==> src/rtl/max7219_chain_tx.sv <==
// SPI transmitter for a daisy chain of MAX7219/7221 drivers: one frame shifts one
// word per device MSB first, then a common LOAD pulse latches every device at once.
module max7219_chain_tx #(
  parameter int WORD_WIDTH = 16,
  parameter int N_DEV      = 4,
  parameter int CLK_DIV    = 10,
  parameter int LOAD_HOLD  = 5
) (
  input  logic                        i_clk,
  input  logic                        i_rst,
  input  logic [N_DEV*WORD_WIDTH-1:0] i_data,
  input  logic                        i_bcast,
  input  logic                        i_wr,
  output logic                        o_busy,
  output logic                        o_done,
  output logic                        o_spi_clk,
  output logic                        o_spi_data,
  output logic                        o_spi_load
);

  localparam int TOTAL  = N_DEV * WORD_WIDTH;
  localparam int BIT_W  = $clog2(TOTAL + 1);
  localparam int DIV_W  = $clog2(CLK_DIV);
  localparam int HOLD_W = (LOAD_HOLD > 1) ? $clog2(LOAD_HOLD) : 1;

  localparam logic [DIV_W-1:0]  RISE_AT    = DIV_W'(CLK_DIV / 2 - 1);
  localparam logic [DIV_W-1:0]  FALL_AT    = DIV_W'(CLK_DIV - 1);
  localparam logic [BIT_W-1:0]  BITS_FULL  = BIT_W'(TOTAL);
  localparam logic [BIT_W-1:0]  BITS_LAST  = BIT_W'(1);
  localparam logic [HOLD_W-1:0] HOLD_START = HOLD_W'(LOAD_HOLD - 1);

  typedef enum logic [1:0] {
    IDLE  = 2'd0,
    SHIFT = 2'd1,
    HOLD  = 2'd2
  } state_t;

  state_t             state, state_n;
  logic [TOTAL-1:0]   shreg, shreg_n;
  logic [BIT_W-1:0]   bit_cnt, bit_cnt_n;
  logic [DIV_W-1:0]   div_cnt, div_cnt_n;
  logic [HOLD_W-1:0]  hold_cnt, hold_cnt_n;
  logic               sclk_n, sdata_n, done_n;
  logic               wr_req;
  logic [TOTAL-1:0]   load_word;

  assign wr_req    = i_wr && !o_busy;
  assign load_word = i_bcast ? {N_DEV{i_data[WORD_WIDTH-1:0]}} : i_data;

  // State and all registered outputs; reset forces LOAD high and SCLK low at once.
  always_ff @(posedge i_clk) begin
    if (i_rst) begin
      state      <= IDLE;
      shreg      <= '0;
      bit_cnt    <= '0;
      div_cnt    <= '0;
      hold_cnt   <= '0;
      o_busy     <= 1'b1;
      o_done     <= 1'b0;
      o_spi_clk  <= 1'b0;
      o_spi_data <= 1'b0;
      o_spi_load <= 1'b1;
    end else begin
      state      <= state_n;
      shreg      <= shreg_n;
      bit_cnt    <= bit_cnt_n;
      div_cnt    <= div_cnt_n;
      hold_cnt   <= hold_cnt_n;
      o_busy     <= (state_n != IDLE);
      o_done     <= done_n;
      o_spi_clk  <= sclk_n;
      o_spi_data <= sdata_n;
      o_spi_load <= (state_n != SHIFT);
    end
  end

  // Next-state logic: SCLK rises mid-period; data advances on each fall.
  always_comb begin
    state_n    = state;
    shreg_n    = shreg;
    bit_cnt_n  = bit_cnt;
    div_cnt_n  = div_cnt;
    hold_cnt_n = hold_cnt;
    sclk_n     = 1'b0;
    sdata_n    = 1'b0;
    done_n     = 1'b0;
    case (state)
      IDLE: begin
        if (wr_req) begin
          state_n   = SHIFT;
          shreg_n   = load_word;
          bit_cnt_n = BITS_FULL;
          div_cnt_n = '0;
          sdata_n   = load_word[TOTAL-1];
        end else begin
          sdata_n = 1'b0;
        end
      end
      SHIFT: begin
        sdata_n = shreg[TOTAL-1];
        sclk_n  = o_spi_clk;
        if (div_cnt == RISE_AT) begin
          sclk_n    = 1'b1;
          div_cnt_n = div_cnt + DIV_W'(1);
        end else if (div_cnt == FALL_AT) begin
          sclk_n    = 1'b0;
          div_cnt_n = '0;
          if (bit_cnt == BITS_LAST) begin
            state_n    = HOLD;
            hold_cnt_n = HOLD_START;
            bit_cnt_n  = '0;
            sdata_n    = 1'b0;
          end else begin
            shreg_n   = {shreg[TOTAL-2:0], 1'b0};
            sdata_n   = shreg[TOTAL-2];
            bit_cnt_n = bit_cnt - BIT_W'(1);
          end
        end else begin
          div_cnt_n = div_cnt + DIV_W'(1);
        end
      end
      HOLD: begin
        if (hold_cnt == '0) begin
          state_n = IDLE;
          done_n  = 1'b1;
        end else begin
          hold_cnt_n = hold_cnt - HOLD_W'(1);
        end
      end
      default: begin
        state_n = IDLE;
      end
    endcase
  end

endmodule

==> config.mk <==
export PLATFORM = sky130hd
export DESIGN_NAME = max7219_chain_tx
export DESIGN_NICKNAME = d
export VERILOG_FILES = /design/src/rtl/max7219_chain_tx.sv
export SDC_FILE = /design/constraint.sdc
export NUM_CORES = 1
export LEC_CHECK = 0
export ABC_AREA = 1
export ABC_CLOCK_PERIOD_IN_PS = 3000
export BUFFER_PORTS_ARGS = -buffer_cell sky130_fd_sc_hd__buf_2
export CORE_MARGIN = 10
export CORE_UTILIZATION = 60
export CTS_CLUSTER_SIZE = 20
export DETAILED_ROUTE_END_ITERATION = 16
export GPL_ROUTABILITY_DRIVEN = 0
export GPL_TIMING_DRIVEN = 0
export PLACE_DENSITY = 0.83
export SLEW_MARGIN = 40
export SYNTH_ARGS = -nofsm -noshare
export SYNTH_HDL_FRONTEND = slang
export SYNTH_SLANG_ARGS = --single-unit
==> constraint.sdc <==
create_clock -name i_clk -period 3 [get_ports i_clk]
set_clock_uncertainty 0.2 [all_clocks]
set_input_delay 0.6 -clock i_clk [delete_from_list [all_inputs] [get_ports i_clk]]
set_output_delay 0.6 -clock i_clk [all_outputs]
set_load 0.02 [all_outputs]
Word level (Yosys, flattened, before mapping)
Cells that the tools add are included.
Widths: inputs -> output; s select.
- equal/unequal tests: 12
- multiply operators: 0
- add/sub/neg operators: 3
- bitwise logic cells: 2
- reduce and logical (&&, ||, !) cells: 14
- shifts and indexed selects: 0
- muxes and demuxes: 34
- divide/modulo/power cells: 0
- order comparisons: 0
- operator list (kind ; count):
    $mux 64 ; 5
    $pmux 64 s2 ; 1
    $mux 7 ; 4
    $pmux 7 s2 ; 1
    $mux 3 ; 4
    $mux 4 ; 3
    $ne 2x2->1 const B ; 6
    $mux 2 ; 5
    $reduce_and 5->1 ; 2
    $pmux 4 s2 ; 1
    $reduce_bool 2->1 ; 4
    $eq 7x1->1 const B ; 1
    $mux 1 ; 7
    $sub 7x1->7 const B ; 1
    $pmux 2 s3 ; 1
    $pmux 3 s2 ; 1
    $add 4x1->4 const B ; 1
    $eq 4x3->1 const B ; 1
    $eq 4x4->1 const B ; 1
    $reduce_and 4->1 ; 1
    $reduce_or 2->1 ; 2
    $logic_not 3->1 ; 1
    $sub 3x1->3 const B ; 1
    $eq 2x1->1 const B ; 1
    8 further kinds ; 9
- register bits: 85
- input port bits: 68
- bits in read-only memories: 0
- latch bits: 0
- memories kept: 0
- RAM bits: 0
- word-level logic and storage cells: 75
- output and inout port bits: 5

Depth between registers and ports, before layout
Gate-level depths: netlist of the first run.
- word-level depth: 6
- mapped depth: 12
- depth with buffers taken out: 10

Worst setup path before layout of the first run
OpenSTA, ideal clock, no wires.
- path type: reg2reg
- from: reg bit_cnt[1]
- to: reg shreg[36]
- setup slack: 1299 ps
- required time: 2685 ps
- library setup time: 115 ps
- stages on the path, launching flop included: 12
- path buffers: 2
- arrival: 1386 ps
- period minus slack after synthesis: 1701 ps
- path through: dfxtp_1 > inv_1 > ha_1 > inv_1 > nor2_1 > nand3_2 > nand2_4 > nand2_4 > buf_4 > buf_4 > a21oi_1 > nor2_1
- longest elaborated chain between the ends: 3
- RTL lines (element ; RTL line ; RTL):
    start: declaration ; 40 ; logic [BIT_W-1:0] bit_cnt, bit_cnt_n;
    start signal: assignment ; 66 ; bit_cnt <= bit_cnt_n;
    $eq 7x1->1 ; 108 ; if (bit_cnt == BITS_LAST) begin
    $ne 2x2->1 (no source line) ; -- ;
    $reduce_and 5->1 (no source line) ; -- ;
    end signal: assignment ; 65 ; shreg <= shreg_n;
    end: declaration ; 39 ; logic [TOTAL-1:0] shreg, shreg_n;
Every way passes these cells.
A chain may end at the register's enable or synchronous reset.

Worst setup path in the final report of the first run
- from: reg div_cnt[1]
- to: reg shreg[61]
- longest elaborated chain between the ends: 3
- elaborated cells on any way between the ends: 5
- classes of those cells: eq/ne (4); reduce/logical (1)
- RTL lines (element ; RTL line ; RTL):
    start: declaration ; 41 ; logic [DIV_W-1:0] div_cnt, div_cnt_n;
    start signal: assignment ; 67 ; div_cnt <= div_cnt_n;
    $eq 4x4->1 / $eq 4x3->1 (equally long branches) ; 105, 102 ;
    $ne 2x2->1 (no source line) ; -- ;
    $reduce_and 5->1 (no source line) (*) ; -- ;
Mark *: on every way between the ends. The rest lies on a longest branch, timed or not.

==> results.tsv, run 1 <==
stage	metric	value	unit
timing	Period minus WS final	1.964	ns
power_and_ir_drop	overall power	4.671	mW
setup_path	Worst setup EP type	register	
run_status	status	finished, final reports clean	
clock_tree	CTS root buf	clkbuf_8	
global_routing	total global-route track usage	0.2253	
logic_synthesis	top cell type by total area after synthesis	dfxtp_1	
global_routing	vias in the first global route	5095	
power_and_ir_drop	combinational share of power	0.487	
cells_and_area	area of the multi-input gates	2570	um2
timing	Setup violations, final	0	
drt	Post-DRT Antenna Nets	0	
logic_synthesis	post-synthesis mux area share	0	
cells_and_area	register area	1702	um2
clock_tree	# resized after CTS	0	
setup_path	family with the most delay on the worst path	simple AND/OR/NAND/NOR gates	
logic_synthesis	Yosys warnings	0	
setup_path	CP Buf/Inv Count	2	
setup_path	Crit path top cell by count	nand3_1	
setup_path	Setup crit start kind	register	
clock_tree	Post-CTS Setup Bufs	0	
setup_path	highest-delay cell along the critical path	buf_1	
drt	vias	5451	
power_and_ir_drop	Peak VDD IR	383.5	uV
power_and_ir_drop	Reg power frac	0.354	
die	die width	111.9	um
die	I/O Pins	73	
timing	worst slew pin tran	0.6584	ns
cells_and_area	filler cell count in the final layout	736	
logic_synthesis	Synth top area share	0.3357	
placement	# placed instances	981	
setup_path	critical path data arrival time	2.02	ns
drt	final WL	14540	um
logic_synthesis	ys flop type	dfxtp_1	
global_routing	initial antenna violation count	0	
power_and_ir_drop	total power per unit cell area	817.0	nW/um2
logic_synthesis	Avg Inst Size Synth	6.289	um2
cells_and_area	NumNets Final	962	
placement	pre-CTS WS	0.9659	ns
power_and_ir_drop	total net switching power	2.031	mW
setup_path	CP cell instances	inv_1 -> ha_1 -> nand3_1 -> nand2_4 -> buf_1 -> nand3_1 -> nand2_1 -> nor2_1	
clock_tree	Worst-path clk slew	0.09	ns
global_routing	GRT overflow	0	
logic_synthesis	Post-synth ARST share	0	
clock_tree	CTS tree	yes	
cells_and_area	Util after Layout	0.6958	
logic_synthesis	Seq/Total Area, Yosys	0.3357	
logic_synthesis	most area-consuming cells after synthesis	dfxtp_1, nand2_1, a21oi_1	
setup_path	Required @ worst endpoint	3.06	ns
clock_tree	Clk Latency, worst-skew pair	0.36	ns
placement	placed cell area	5550	um2
power_and_ir_drop	Internal Power	2.639	mW
setup_path	CP Max Fanout	10	
drt	DRT iter0 DRCs	538	
drt	# DRC	0	
global_routing	first-pass GRT wire length	23950	um
logic_synthesis	Synth Area in Adders	0.01728	
cells_and_area	ant diodes	0	
run	max cap viols	0	
logic_synthesis	Post-Syn Instances	806	
die	Die Ht	111.9	um
timing	Final Hold Viols	0	
logic_synthesis	post-synthesis cell type count	32	
drt	DR pass1 iterations	5	
logic_synthesis	top post-synthesis cells by count	nand2_1, inv_1, nor2_1, a21oi_1, dfxtp_1	
cells_and_area	Area Overhead vs Synth	12.79	%
clock_tree	Inserted Clock Buffers	9	
power_and_ir_drop	Clock power frac	0.160	
timing	f_max	509.2	MHz
cells_and_area	Design Area, Final	5717	um2
die	initial core utilization	0.6169	
clock_tree	hold-fix buffers at CTS	0	
timing	max_slew headroom	0.5611	
logic_synthesis	Yosys reg bits	85	
logic_synthesis	Synth Area in XOR/XNOR	0.001728	
timing	Fin Setup TNS	0	ns
setup_path	critical setup path kind	register to register	
cells_and_area	share of cells above drive strength 1	0.1762	
timing	RSZ-0062 raised after global routing	false	
cells_and_area	Post-Layout Cell Count	996	
setup_path	CP peak stage delay	0.39	ns
clock_tree	H-tree depth	3	
timing	fin crit share	0.6546	
drt	Avg WL per Cell	14.60	um
logic_synthesis	most numerous cell in the Yosys netlist	nand2_1	
logic_synthesis	post-synthesis compound-gate area fraction	0.1819	
die	Die ar.	12520	um2
clock_tree	Clock Tree Buf Depth	2	
die	Core ar.	8217	um2
logic_synthesis	Synth Area in Simple Gates	0.3061	
die	cell row count	33	
logic_synthesis	Post-Syn Area	5069	um2
hold_path	worst hold path type	register to register	
timing	Slew Limit Fails	0	
timing	WHS	0.2665	ns
logic_synthesis	post-synthesis net count	881	
placement	detailed placement HPWL	10760	um
logic_synthesis	Post-synth EDFFs	0	
power_and_ir_drop	sw frac	0.4350	
placement	IO Port Bufs	70	
timing	setup slack after layout	1.036	ns
logic_synthesis	largest family of logic cells by synthesized area	simple AND/OR/NAND/NOR gates	
drt	Vias/cell	5.473	
clock_tree	CTS sink count	85	
global_routing	largest net degree at the start of global routing	14	
power_and_ir_drop	leak pwr	2.669	nW
routing by layer:
| metal | wire length (um) | global-route usage | vias to the layer above |
|---|---|---|---|
| met5 | 0 | 0 | - |
| met4 | 644 | 0.1174 | 0 |
| met3 | 1239 | 0.04509 | 42 |
| met2 | 6699 | 0.3648 | 277 |
| met1 | 5954 | 0.2759 | 2446 |
| li1 | - | - | 2686 |
power by group through the flow:
stage                     Combinational (mW)  Sequential (mW)  Clock, mW
after floorplan                         1.77             1.64          0
after global placement                  2.18             1.65          0
after detailed placement                2.24             1.67          0
after CTS                               2.25             1.65      0.746
after global routing                    2.55             1.69      0.788
final                                   2.27             1.65      0.745
cells in the final DEF, fill, tap and decap left out:
master and n:
xor2_1 1, buf_12 2, o21ai_2 1, inv_4 1, a21oi_1 109, nand2_2 14
nand3_1 73, buf_1 3, nand4_1 1, nand3b_1 1, o21bai_1 1, nand3_2 1
nor2_4 1, dfxtp_1 85, a21oi_2 10, ha_1 7, a31oi_1 1, nor3_1 4
clkinvlp_4 2, clkbuf_1 13, inv_2 2, nor2_2 1, clkinv_2 2, buf_4 6
o32ai_1 1, buf_2 94, o21ai_0 50, inv_1 121, o211ai_1 1, nand2_4 3
nor2_1 116, clkbuf_8 10, buf_6 6, nand2_8 1, nand2_1 146
flip-flops by register name (all words and copies together) (netlist names):
name / count
state: 2
shreg: 64
o_busy: 1
o_spi_clk: 1
div_cnt: 4
o_spi_load: 1
bit_cnt: 7
hold_cnt: 3
o_done: 1
o_spi_data: 1
final timing paths:
kind	from	slack, ns	to	depth (start not counted)
worst max-delay path	div_cnt[1]	1.04	shreg[61]	8
worst min-delay path	shreg[0]	0.27	shreg[0]	2
worst max register to register	div_cnt[1]	1.04	shreg[61]	8
worst min register to register	shreg[0]	0.27	shreg[0]	2
layout make-up:
| cell class | instances | area share |
|---|---|---|
| Buffer | 53 | 0.05756 |
| Clock buffer | 11 | 0.02473 |
| Clock inverter | 4 | 0.004377 |
| Inverter | 124 | 0.08186 |
| Multi-Input combinational cell | 544 | 0.4496 |
| Sequential cell | 85 | 0.2977 |
| Tap cell | 105 | 0.02298 |
| Timing Repair Buffer | 70 | 0.06128 |
worst reg2reg max path, cell delays in order, from the launching register on:
cell     delay, ns
dfxtp_1       0.33
inv_1         0.09
ha_1          0.15
nand3_1       0.20
nand2_4       0.21
buf_1         0.39
nand3_1       0.15
nand2_1       0.09
nor2_1        0.05
kinds of logic after synthesis:
group | after synthesis
AND/OR/NAND/NOR | 362
buffers and inverters | 177
AO/OA/AOI/OAI | 174
flip-flops | 85
adder cells (fa/ha/maj) | 7
XOR/XNOR | 1
No activity file was read; power rests on OpenSTA's default activity.
==> run 2, diff against run 1 <==
--- a/config.mk
+++ b/config.mk
@@ -6,15 +6,15 @@
 export NUM_CORES = 1
 export LEC_CHECK = 0
 export ABC_AREA = 1
-export ABC_CLOCK_PERIOD_IN_PS = 3000
+export ABC_CLOCK_PERIOD_IN_PS = 1790
 export BUFFER_PORTS_ARGS = -buffer_cell sky130_fd_sc_hd__buf_2
 export CORE_MARGIN = 10
-export CORE_UTILIZATION = 60
+export CORE_UTILIZATION = 52
 export CTS_CLUSTER_SIZE = 20
 export DETAILED_ROUTE_END_ITERATION = 16
 export GPL_ROUTABILITY_DRIVEN = 0
 export GPL_TIMING_DRIVEN = 0
-export PLACE_DENSITY = 0.83
+export PLACE_DENSITY = 0.76
 export SLEW_MARGIN = 40
 export SYNTH_ARGS = -nofsm -noshare
 export SYNTH_HDL_FRONTEND = slang
==> constraint.sdc (replaced) <==
create_clock -name i_clk -period 1.79 [get_ports i_clk]
set_clock_uncertainty 0.2 [all_clocks]
set_input_delay 0.358 -clock i_clk [delete_from_list [all_inputs] [get_ports i_clk]]
set_output_delay 0.358 -clock i_clk [all_outputs]
set_load 0.02 [all_outputs]
==> results.tsv, run 2 (synthesis gave the netlist of run 1 again) <==
stage	metric	value	unit	change
clock_tree	Worst-path clk slew	0.09	ns	about the same
global_routing	first-pass GRT wire length	24780	um	was 23,950 um
setup_path	CP peak stage delay	0.32	ns	was 0.39 ns
run_status	status	finished, final reports clean		unchanged
cells_and_area	max FFs per register	64		unchanged
setup_path	critical setup path kind	register to register		unchanged
cells_and_area	most common cell after layout, fill and taps aside	nand2_1		unchanged
die	cell row count	35		was 33
power_and_ir_drop	total power per unit cell area	1437	nW/um2	was 817.0 nW/um2
setup_path	CP Max Fanout	6		was 10
setup_path	highest-delay cell along the critical path	dfxtp_2		was buf_1
drt	final WL	15670	um	was 14,540 um
global_routing	vias in the first global route	5323		was 5,095
drt	# DRC	0		unchanged
die	Core ar.	9371	um2	was 8217 um2
die	initial core utilization	0.5409		was 0.6169
cells_and_area	NumNets Final	971		was 962
drt	Top Metal Used	met4		unchanged
cells_and_area	most frequent cells in the layout	nand2_1, inv_1, nor2_1		unchanged
timing	f_max	562.2	MHz	was 509.2 MHz
drt	DRT iter0 DRCs	478		was 538
cells_and_area	Area Overhead vs Synth	21.20	%	was 12.79%
drt	Post-DRT Antenna Nets	0		unchanged
setup_path	family with the most delay on the worst path	simple AND/OR/NAND/NOR gates		unchanged
power_and_ir_drop	Peak VDD IR	635.7	uV	was 383.5 uV
placement	IO Port Bufs	70		unchanged
die	die width	118.7	um	was 111.9 um
clock_tree	CTS tree	yes		unchanged
placement	pre-CTS WS	-0.1628	ns	was 0.9659 ns
clock_tree	H-tree depth	3		unchanged
drt	met2 wire len	7127	um	was 6699 um
drt	routed wire length on met3	1399	um	was 1239 um
clock_tree	CTS sink count	85		unchanged
global_routing	total global-route track usage	0.2083		was 0.2253
setup_path	CP Buf/Inv Count	4		was 2
drt	M1 WL	6503	um	was 5954 um
setup_path	CP cell instances	inv_2 -> ha_4 -> inv_2 -> nor2_2 -> nand3_2 -> nand2_4 -> nand2_4 -> buf_12 -> nand2_8 -> clkbuf_16 -> nand2_2 -> a21oi_2		was inv_1 -> ha_1 -> nand3_1 -> nand2_4 -> buf_1 -> nand3_1 -> nand2_1 -> nor2_1
die	Die ar.	14100	um2	was 12,520 um2
drt	DR pass1 iterations	6		was 5
timing	Period minus WS final	1.779	ns	was 1.964 ns
power_and_ir_drop	leak pwr	2.824	nW	was 2.669 nW
setup_path	Required @ worst endpoint	1.88	ns	was 3.06 ns
timing	fin crit share	0.9937		was 0.6546
hold_path	worst hold path type	input pin to register		was register to register
timing	Setup violations, final	0		unchanged
drt	vias	5526		was 5,451
timing	RSZ-0062 raised after global routing	true		was false
global_routing	largest net degree at the start of global routing	20		was 14
setup_path	R2R setup slack	0.01	ns	was 1.04 ns
cells_and_area	share of cells above drive strength 1	0.2256		was 0.1762
timing	worst slew pin tran	0.6678	ns	was 0.6584 ns
clock_tree	Inserted Clock Buffers	9		unchanged
clock_tree	Clk Latency, worst-skew pair	0.35	ns	was 0.36 ns
setup_path	Worst setup EP type	register		unchanged
timing	Slew Limit Fails	0		unchanged
placement	detailed placement HPWL	10940	um	was 10,760 um
die	I/O Pins	73		unchanged
drt	Vias/cell	5.370		was 5.473
timing	setup slack after layout	0.01127	ns	was 1.036 ns
global_routing	GRT overflow	0		unchanged
timing	Final Hold Viols	0		unchanged
setup_path	Setup crit start kind	register		unchanged
timing	max_slew headroom	0.5548		was 0.5611
cells_and_area	largest register by flop count	shreg		unchanged
cells_and_area	largest registers	shreg (64), bit_cnt (7), div_cnt (4)		unchanged
global_routing	initial antenna violation count	0		unchanged
setup_path	critical path data arrival time	1.86	ns	was 2.02 ns
clock_tree	Clock Tree Buf Depth	2		unchanged
drt	Avg WL per Cell	15.23	um	was 14.60 um
die	Die Ht	118.7	um	was 111.9 um
power_and_ir_drop	overall power	8.830	mW	was 4.671 mW
run	max cap viols	0		unchanged
clock_tree	CTS root buf	clkbuf_8		unchanged
cells_and_area	ant diodes	0		unchanged
clock_tree	hold-fix buffers at CTS	0		unchanged
## run 2: metal layers
| metal | up-vias | track usage |
|---|---|---|
| li1 | 2703 | - |
| met1 | 2510 | 0.2617 |
| met2 | 262 | 0.3309 |
| met3 | 51 | 0.04807 |
| met4 | 0 | 0.09542 |
| met5 | - | 0 |
## run 2: path summary, 6_finish.rpt
check,startpoint,depth (start not counted),to
worst max-delay path,bit_cnt[1],12,shreg[14]
worst min-delay path,i_data[0],3,shreg[0]
worst max register to register,bit_cnt[1],12,shreg[14]
worst min register to register,shreg[6],2,shreg[6]
## run 2: stage by stage
step | area [um2] | hold slack (ns) | utilization | cells | setup TNS (ns)
final | 6143 | 0.1321 | 0.6555 | 1029 | 0
after global routing | 6143 | 0.09523 | 0.6555 | 1029 | -0.5246
after CTS | 5868 | 0.1026 | 0.6262 | 1022 | 0
after detailed placement | 5580 | 0.2534 | 0.5955 | 1005 | -7.387
after global placement | 5580 | 0.2478 | 0.5955 | 1005 | -3.470
after floorplan | 5069 | 0.2393 | - | 806 | 0
## run 2: final cells by class
type                    count  area, um2
multi-input cells         544       2719
plain buffers              52      390.4
flip-flops and latches     85       1708
repair buffers             80      464.2
clock buffers              12      165.2
well taps                 129      161.4
fillers                   894       3228
clock inverters             3      67.56
inverters                 124      467.9
## run 2: report_power, final
part | internal [mW] | switching [mW] | total [mW]
clock network | 0.894 | 0.708 | 1.60
logic | 1.80 | 2.61 | 4.41
registers | 2.46 | 0.357 | 2.82
## run 2: tightest hold or removal path: stages
cell,delay [ns]
buf_2,0.12
nand3_1,0.08
a21oi_1,0.07
## run 2: repair_timing
item | in CTS | in global routing
setup endpoints to repair | 75 | 75
pin swaps | 2 | 6
resized for setup | 14 | 62
setup buffers | 3 | 5
gates cloned | 0 | 2
==> run 3, diff against run 2 <==
--- a/config.mk
+++ b/config.mk
@@ -14,7 +14,7 @@
 export DETAILED_ROUTE_END_ITERATION = 16
 export GPL_ROUTABILITY_DRIVEN = 0
 export GPL_TIMING_DRIVEN = 0
-export PLACE_DENSITY = 0.76
+export PLACE_DENSITY_LB_ADDON = 0.2
 export SLEW_MARGIN = 40
 export SYNTH_ARGS = -nofsm -noshare
 export SYNTH_HDL_FRONTEND = slang
==> results.tsv, run 3 (synthesis gave the netlist of run 1 again) <==
stage	metric	value	unit	change
die	I/O Pins	73		unchanged
drt	DRT iter0 DRCs	517		was 478
global_routing	total global-route track usage	0.2057		was 0.2083
drt	vias	5638		was 5,526
cells_and_area	most common cell after layout, fill and taps aside	nand2_1		unchanged
clock_tree	H-tree depth	3		unchanged
run	max cap viols	0		unchanged
cells_and_area	ant diodes	0		unchanged
cells_and_area	Area Overhead vs Synth	26.66	%	was 21.20%
cells_and_area	most frequent cells in the layout	nand2_1, inv_1, nor2_1		unchanged
clock_tree	Worst-path clk slew	0.09	ns	about the same
cells_and_area	largest register by flop count	shreg		unchanged
clock_tree	hold-fix buffers at CTS	0		unchanged
die	die width	118.7	um	unchanged
global_routing	GRT overflow	0		unchanged
global_routing	largest net degree at the start of global routing	20		unchanged
hold_path	worst hold path type	input pin to register		unchanged
drt	Avg WL per Cell	15.92	um	was 15.23 um
power_and_ir_drop	sw frac	0.4329		was 0.4164
timing	max_slew headroom	0.5537		was 0.5548
cells_and_area	max FFs per register	64		unchanged
power_and_ir_drop	combinational share of power	0.538		was 0.500
timing	f_max	549.3	MHz	was 562.2 MHz
global_routing	gr busiest metal	met2		unchanged
clock_tree	CTS root buf	clkbuf_8		unchanged
power_and_ir_drop	Internal Power	5.202	mW	was 5.153 mW
global_routing	met2 usage	0.3354		was 0.3309
cells_and_area	Design Area, Final	6420	um2	was 6143 um2
placement	placed cell area	5580	um2	unchanged
cells_and_area	filler cell count in the final layout	845		was 894
power_and_ir_drop	Reg power frac	0.311		was 0.319
placement	detailed placement HPWL	10840	um	was 10,940 um
cells_and_area	share of cells above drive strength 1	0.2726		was 0.2256
power_and_ir_drop	overall power	9.173	mW	was 8.830 mW
drt	final WL	16480	um	was 15,670 um
placement	IO Port Bufs	70		unchanged
setup_path	Worst setup EP type	register		unchanged
global_routing	met3 Track Usage GR	0.05093		was 0.04807
setup_path	Setup crit start kind	register		unchanged
power_and_ir_drop	total power per unit cell area	1429	nW/um2	was 1437 nW/um2
power_and_ir_drop	total net switching power	3.971	mW	was 3.677 mW
global_routing	first-pass GRT wire length	24410	um	was 24,780 um
drt	Post-DRT Antenna Nets	0		unchanged
timing	Fin Setup TNS	-0.1500	ns	was 0 ns
power_and_ir_drop	leak pwr	2.904	nW	was 2.824 nW
clock_tree	CTS sink count	85		unchanged
timing	fin crit share	1.017		was 0.9937
die	Die Ht	118.7	um	unchanged
die	Die ar.	14100	um2	unchanged
global_routing	vias in the first global route	5180		was 5,323
timing	Final Hold Viols	0		unchanged
timing	Slew Limit Fails	0		unchanged
drt	DR pass1 iterations	5		was 6
timing	worst slew pin tran	0.6694	ns	was 0.6678 ns
die	initial core utilization	0.5409		unchanged
timing	setup slack after layout	-0.03061	ns	was 0.01127 ns
power_and_ir_drop	Clock power frac	0.152		was 0.181
setup_path	CP Max Fanout	7		was 6
setup_path	Required @ worst endpoint	1.89	ns	was 1.88 ns
cells_and_area	register area	1705	um2	was 1708 um2
global_routing	initial antenna violation count	0		unchanged
power_and_ir_drop	Peak VDD IR	735.2	uV	was 635.7 uV
cells_and_area	largest registers	shreg (64), bit_cnt (7), div_cnt (4)		unchanged
die	cell row count	35		unchanged
drt	Vias/cell	5.447		was 5.370
clock_tree	CTS tree	yes		unchanged
cells_and_area	Util after Layout	0.6850		was 0.6555
cells_and_area	NumNets Final	978		was 971
clock_tree	Inserted Clock Buffers	9		unchanged
timing	Period minus WS final	1.821	ns	was 1.779 ns
die	Core ar.	9371	um2	unchanged
run_status	status	finished with violations		was finished, final reports clean
setup_path	critical setup path kind	register to register		unchanged
clock_tree	Clk Latency, worst-skew pair	0.37	ns	was 0.35 ns
timing	WHS	0.1038	ns	was 0.1321 ns
clock_tree	Clock Tree Buf Depth	2		unchanged
setup_path	critical path data arrival time	1.92	ns	was 1.86 ns
timing	RSZ-0062 raised after global routing	true		unchanged
run_status	failing checks	negative setup slack		
global_routing	M1 GR Usage	0.2534		was 0.2617
drt	# DRC	0		unchanged
cells_and_area	area of the multi-input gates	2910	um2	was 2719 um2
timing	Setup violations, final	11		was 0
## run 3: final timing paths
kind / start / end / slack (ns) / depth (start not counted)
worst min register to register: shreg[2] / shreg[2] / 0.27 / 2
worst max register to register: bit_cnt[1] / shreg[8] / -0.03 / 12
worst min-delay path: i_data[0] / shreg[0] / 0.10 / 3
worst max-delay path: bit_cnt[1] / shreg[8] / -0.03 / 12
## run 3: routing by layer
| layer | wire (um) | part of all wire |
|---|---|---|
| met5 | 0 | 0 |
| met3 | 1363 | 0.083 |
| met2 | 7887 | 0.48 |
| met4 | 589 | 0.036 |
| met1 | 6642 | 0.40 |
## run 3: area by class of cell
cell class / instances / share of cell area
repair buffers: 86 / 0.08692
plain buffers: 52 / 0.06646
clock buffers: 10 / 0.02144
inverters: 124 / 0.07328
multi-input cells: 545 / 0.4533
well taps: 129 / 0.02514
flip-flops and latches: 85 / 0.2656
clock inverters: 4 / 0.007796
## run 3: per-stage QoR
stage          worst slack [ns]  std cells
2_1_floorplan           0.08882        806
3_3_place_gp           -0.07061       1005
3_5_place_dp            -0.1436       1005
4_1_cts               0.0004630       1022
5_1_grt                 -0.1063       1035
6_report               -0.03061       1035
## run 3: critical path, stage by stage (launching register included)
cell and delay [ns]:
dfxtp_2 0.34, inv_4 0.07, ha_4 0.13, inv_2 0.03
nor2_2 0.10, nand3_2 0.11, nand2_4 0.10, nand2_4 0.08
buf_12 0.17, nand2_8 0.10, clkbuf_16 0.16, nand2_4 0.04
a21oi_2 0.12
## run 3: timing repair
| item | in CTS | in global routing |
|---|---|---|
| resized for setup | 11 | 109 |
| buffers inserted | 4 | 7 |
| pin swaps | 2 | 27 |
| cloned | 0 | 6 |
| endpoints found under the setup margin | 72 | 73 |
## run 3: power by group through the flow
| stage | logic (mW) | clock network (mW) | registers [mW] |
|---|---|---|---|
| 3_3_place_gp | 3.68 | 0 | 2.77 |
| 3_5_place_dp | 3.76 | 0 | 2.80 |
| 4_1_cts | 3.84 | 1.40 | 2.76 |
| 2_1_floorplan | 2.96 | 0 | 2.75 |
| 6_report | 4.93 | 1.39 | 2.85 |
| 5_1_grt | 5.43 | 1.47 | 2.90 |
